<file path="src/rtl/pipe_stage_reg.sv">
// pipe_stage_reg: reusable handshaked pipeline stage register.
//
// Holds an opaque DATA_W-bit payload between a producer and a consumer.
// Supports a synchronous flush, a saturating stall counter and an
// occupancy output for hazard debugging and performance monitoring.
//
// Build option: define PIPE_SKID_EN to add a second (skid) register.
// With it, in_ready comes straight from a flop and the stage holds up to
// two payloads. Without it, this is a single-register stage whose
// in_ready is combinational.
//
// Handshake: a transfer happens on a rising edge where valid && ready
// are both high. A producer keeps valid and data stable until that
// transfer. Ready may depend on state, but never on the partner's
// valid in the same cycle.
module pipe_stage_reg #(
  parameter int DATA_W = 32,
  parameter int CNT_W  = 16
) (
  input  logic              clk,
  input  logic              rst,
  input  logic              in_valid,
  output logic              in_ready,
  input  logic [DATA_W-1:0] in_data,
  input  logic              flush,
  output logic              out_valid,
  input  logic              out_ready,
  output logic [DATA_W-1:0] out_data,
  output logic [1:0]        occupancy,
  output logic [CNT_W-1:0]  stall_cnt,
  output logic [1:0]        dbg_state
);

  localparam logic [1:0] ST_EMPTY = 2'd0;
  localparam logic [1:0] ST_ONE   = 2'd1;
`ifdef PIPE_SKID_EN
  localparam logic [1:0] ST_TWO   = 2'd2;
`endif

  localparam logic [CNT_W-1:0] CNT_MAX = '1;

  logic [1:0]        state_q;
  logic [1:0]        state_d;
  logic [DATA_W-1:0] main_q;
  logic [DATA_W-1:0] main_d;
  logic              in_fire;
  logic              out_fire;

`ifdef PIPE_SKID_EN
  logic [DATA_W-1:0] skid_q;
  logic [DATA_W-1:0] skid_d;
  logic              in_ready_q;
`endif

  // The state encoding doubles as the payload count.
  assign out_valid = (state_q != ST_EMPTY);
  assign out_data  = main_q;
  assign occupancy = state_q;
  assign dbg_state = state_q;
  assign in_fire   = in_valid && in_ready;
  assign out_fire  = out_valid && out_ready;

`ifdef PIPE_SKID_EN
  assign in_ready = in_ready_q;
`else
  assign in_ready = !out_valid || out_ready;
`endif

  // Next state and register loads. Flush wins over all other activity.
  always_comb begin
    state_d = state_q;
    main_d  = main_q;
`ifdef PIPE_SKID_EN
    skid_d  = skid_q;
`endif
    if (flush) begin
      state_d = ST_EMPTY;
    end else begin
      case (state_q)
        ST_EMPTY: begin
          if (in_fire) begin
            main_d  = in_data;
            state_d = ST_ONE;
          end
        end
        ST_ONE: begin
          if (in_fire && out_fire) begin
            main_d = in_data;
`ifdef PIPE_SKID_EN
          end else if (in_fire) begin
            skid_d  = in_data;
            state_d = ST_TWO;
`endif
          end else if (out_fire) begin
            state_d = ST_EMPTY;
          end
        end
`ifdef PIPE_SKID_EN
        ST_TWO: begin
          if (out_fire) begin
            main_d  = skid_q;
            state_d = ST_ONE;
          end
        end
`endif
        default: state_d = ST_EMPTY;
      endcase
    end
  end

  // State and payload registers.
  always_ff @(posedge clk or negedge rst) begin
    if (!rst) begin
      state_q <= ST_EMPTY;
      main_q  <= '0;
    end else begin
      state_q <= state_d;
      main_q  <= main_d;
    end
  end

`ifdef PIPE_SKID_EN
  // Skid register and registered in_ready, which looks one state ahead.
  always_ff @(posedge clk or negedge rst) begin
    if (!rst) begin
      skid_q     <= '0;
      in_ready_q <= 1'b1;
    end else begin
      skid_q     <= skid_d;
      in_ready_q <= (state_d != ST_TWO);
    end
  end
`endif

  // Saturating count of cycles where the consumer holds us off.
  // Flush does not clear it.
  always_ff @(posedge clk or negedge rst) begin
    if (!rst) begin
      stall_cnt <= '0;
    end else if (out_valid && !out_ready && (stall_cnt != CNT_MAX)) begin
      stall_cnt <= stall_cnt + 1'b1;
    end
  end

endmodule

</file>
<file path="config.mk">
export PLATFORM = sky130hd
export DESIGN_NAME = pipe_stage_reg
export DESIGN_NICKNAME = d
export VERILOG_FILES = /design/src/rtl/pipe_stage_reg.sv
export SDC_FILE = /design/constraint.sdc
export NUM_CORES = 1
export LEC_CHECK = 0
export ABC_AREA = 1
export CAP_MARGIN = 20
export CORE_MARGIN = 1.5
export CORE_UTILIZATION = 40
export DETAILED_ROUTE_END_ITERATION = 12
export PLACE_DENSITY = 0.73
export SLEW_MARGIN = 20
export SYNTH_ARGS = -nofsm -noshare
export SYNTH_HDL_FRONTEND = slang
export SYNTH_SLANG_ARGS = --single-unit
</file>
<file path="constraint.sdc">
create_clock -name clk -period 2.2 [get_ports clk]
set_clock_uncertainty 0.2 [all_clocks]
set_input_delay 0.44 -clock clk [delete_from_list [all_inputs] [get_ports clk]]
set_output_delay 0.44 -clock clk [all_outputs]
set_load 0.01 [all_outputs]
</file>
# After elaboration in Yosys (flattened, before gate mapping)
# Index checks and enable logic that the tools add are counted.
# word_totals
reg_bits	50
input_bits	37
output_inout_bits	54
# classes
addsub	1
n_eq_ne	7
n_mux	8
n_bitwise	1
reduce_logical	13
# op_table
cell	count
two-way mux 32 bit	2
case mux 32 bit (2 select lines)	1
adder 16 x 1 -> 16 bit, second input constant	1
inequality test 16 bit, second input constant	1
inequality test 3 bit, second input constant	3
two-way mux 2 bit	4
logical AND 1 bit	5
inequality test 2 bit, second input constant	2
case mux 2 bit (2 select lines)	1
AND reduction 4 bit	1
nonzero test 2 bit	2
AND reduction 3 bit	1
equality test 2 x 1 -> 1 bit, second input constant	1
zero test 1 bit	2
zero test 2 bit	1
logical OR 1 bit	1
inverter 1 bit	1

# Depth between registers and ports, before layout
# logic_depth
word_depth	8
ltp_mapped	9
ltp_nobuf	8

# Worst setup path after synthesis
# No wires, ideal clock.
# synth_path
path_type	flip-flop to flip-flop
startpoint	register stall_cnt[0]
endpoint	register stall_cnt[12]
t_arrival_ps	1398
t_required_ps	1883
setup_slack_ps	485
stages_incl_launch_ff	10
path_cell_list	dfrtp_1 > ha_1 > inv_1 > nor2_2 > nand2_2 > nor2_4 > nor2_4 > buf_6 > nand3b_2 > nand2_1
# synth_via
elab_chain_cells	2
word_cells_on_any_way	3
# synth_lines
item	line	source
from (decl)	30	output logic [CNT_W-1:0] stall_cnt,
from (signal assigned)	141	stall_cnt <= stall_cnt + 1'b1;
parallel branches: the longest is 2 deep, another holds adder 16 x 1 -> 16 bit	--	
# Parallel ways; which one is timed is not known.
# A chain may end at the register's enable or synchronous reset.

# Final worst setup path
# layout_path
startpoint	input port out_ready
endpoint	output port in_ready
# layout_via
elab_chain_cells	1
# layout_lines
item	line	source
from (decl)	27	input logic out_ready,
logical OR 1 bit	66	assign in_ready = !out_valid || out_ready;
to (decl)	23	output logic in_ready,
# No other way between the ends.

==> flow_metrics.tcl <==
set metrics [dict create \
    hpwlAfterDp_um 3633 \
    p_leak_nw 1.407 \
    initial_core_util_pct 41.78 \
    path_depth 4 \
    grt_pass1_vias 1742 \
    hp-start "out_data[31]$_DFFE_PN0P_" \
    hold_viol 0 \
    cts_buffer_depth 2 \
    drive_gt1_share_pct 20.44 \
    maxCapViolations 0 \
    crit_chain "clkdlybuf4s50_1, nor2_2, inv_2, clkdlybuf4s50_1" \
    die_y_um 79.07 \
    final_nets 355 \
    dieWidth_um 79.07 \
    cp_top_family "buffers and inverters" \
    yosysMostFrequentCell "nand2_1" \
    slowest_stage "clkdlybuf4s50_1" \
    cts_tree "built" \
    final_area_um2 3390 \
    slew_viol_final 0 \
    grt_pass1_wl_um 8004 \
    critPathMaxStageDelay_ps 530 \
    post-cts-setup-buffer-count 0 \
    path_buf_inv 3 \
    drtAntennaViolNets 0 \
    critPathLaunchType "input pin" \
    routed_wl_um 4898 \
    grt_overflow 0 \
    clock_latency_ps 300 \
    syn_area_um2 2315 \
    first_pass_iters 4 \
    h-tree-depth 2 \
    fmax_mhz 459.4 \
    ys_types 23 \
    yosysSeqAreaShare_pct 52.97 \
    fin_crit_sh_pct 98.95 \
    crit_top_cell "clkdlybuf4s50_1" \
    die_area_um2 6252 \
    synth_largest_area_cell "dfrtp_1" \
    finalCriticalPeriod_ps 2177 \
    multi_input_area_um2 949.7 \
    clk_pin_slew_ps 90 \
    end_kind "output pin" \
    clkSinkCount 49 \
    vias 1839 \
    synthArstFlopShare_pct 100.0 \
    rows 27 \
    via_per_inst 4.715 \
    grt_max_degree 31 \
    wl_per_cell_um 12.56 \
    io_pins 91 \
    synth.area.top_cells "dfrtp_1, mux2_2, nand2_1, buf_6, nor2_1" \
    post-route-drc-count 0 \
    yosys_warnings 0 \
    grt_use_total_pct 16.55 \
    utilization_pct 61.18 \
    fillerInstances 504 \
    synthTopCellsByCount "nand2_1, dfrtp_1, mux2_2" \
    cp.arrival_ps 1540 \
    io_buffers 88 \
    setup_violations 0 \
    p_per_area_nw_per_um2 754.2 \
    hold_depth 1 \
    synth-edff-count 0 \
    place_area_um2 3288 \
    cts_buffers 5 \
    seq_area_um2 1226 \
    synth_top_area_share_pct 52.97 \
    syn_area_per_cell_um2 10.43 \
    antennaDiodeCount 0 \
    status "complete, no violations" \
    crit_start "out_ready" \
    syn_inst 222 \
    worst-path-max-fanout 2 \
    crit_required_ps 1560 \
    hold_class "flip-flop to flip-flop" \
    synth-main-ff-cell "dfrtp_1" \
    fin_tns_setup_ps 0 \
    r2r-start "stall_cnt[0]$_DFFE_PN0P_" \
    antenna_found_initial 0 \
    area_delta_synth_final_pct 46.43 \
    gp_congestion 0.7871 \
    first_iter_violations 105 \
    synth-seq-cells 49 \
    design.core.area_um2 5540 \
    ir_drop_mv 0.3733 \
    r2r_cells 9 \
    rsz0062_at_grt "false" \
    critPathKind "input pin to output pin" \
    clockRootBuffer "clkbuf_8" \
]
==> registers in the layout, summed over array words and instances, names as in the netlist <==
name       flops
dbg_state      1
stall_cnt     16
out_data      32
==> metal layers <==
layer	wire, um	up-vias	GRT usage (%)	share of wire (%)
li1	-	908	-	-
met1	2186	866	20.71	45
met2	2351	58	26.75	48
met3	293	7	4.828	6.0
met4	67	0	6.842	1.4
met5	0	-	0	0
==> path summary, 6_finish.rpt <==
check,endpoint,slack [ps]
worst max-delay path,in_ready,20
worst min-delay path,out_data[31]$_DFFE_PN0P_,310
worst max register to register,stall_cnt[3]$_DFFE_PN0P_,360
worst min register to register,out_data[31]$_DFFE_PN0P_,310
max in group asynchronous,stall_cnt[4]$_DFFE_PN0P_,880
min in group asynchronous,out_data[13]$_DFFE_PN0P_,410
==> metrics by stage <==
stage                     hold slack [ps]  std cells  power (mW)  setup WS (ps)
after floorplan                    -55.59        223       1.561          484.7
after global placement              219.4        381       2.023          39.43
after detailed placement            225.9        381       2.042          24.51
after CTS                           315.3        390       2.593          16.88
after global routing                322.1        390       2.713          1.554
final                               309.5        390       2.556          23.10
==> worst register-to-register path: stages (launching register included) <==
cell and delay [ps]:
dfrtp_1 460, ha_1 300, inv_1 80, nor2_2 120, nand2_2 110, nor2_4 140, nor2_4 50, buf_12 140
nand2_1 60, o21ai_0 70
==> kinds of logic (layout without fill, tap and decap cells) <==
kind of cell / after synthesis / in the layout / synth area share (%)
buffers and inverters: 24 / 119 / 6.162
multiplexers: 32 / 32 / 15.57
AND/OR/NAND/NOR: 97 / 97 / 18.76
XOR/XNOR: 6 / 6 / 2.270
AO/OA/AOI/OAI: 12 / 12 / 3.567
adder cells (fa/ha/maj): 1 / 1 / 0.5405
other: 1 / 2 / 0.1620
flip-flops: 49 / 49 / 52.97
==> cell usage in the layout, fill, tap and decap left out, types with 5 or more instances in the layout <==
| cell | synthesis | layout |
|---|---|---|
| dfrtp_1 | 49 | 49 |
| inv_1 | 14 | 14 |
| nand2_1 | 55 | 55 |
| nand4_1 | 6 | 6 |
| nand3_1 | 9 | 9 |
| clkbuf_8 | 0 | 5 |
| mux2_2 | 31 | 31 |
| clkdlybuf4s50_1 | 0 | 87 |
| o21ai_0 | 5 | 5 |
| o21ai_2 | 6 | 6 |
| nor2_1 | 15 | 15 |
==> repair_timing <==
| action | CTS | global route |
|---|---|---|
| resized for setup | 0 | 0 |
| hold endpoints to repair | 19 | 0 |
| hold buffers | 1 | 0 |
==> cell type report <==
cell class / count / share of cell area (%)
multi-input cells: 150 / 28.02
clock inverters: 3 / 0.6645
well taps: 72 / 2.658
inverters: 15 / 1.661
repair buffers: 96 / 28.79
clock buffers: 5 / 2.030
flip-flops and latches: 49 / 36.18
==> where the power goes <==
part           total [mW]  internal [mW]  switching, mW  leakage [nW]
Clock               0.541          0.226          0.315        0.0481
Sequential           1.20           1.06          0.139         0.603
Combinational       0.816          0.497          0.319         0.757
Power figures use the tool's default switching activity.
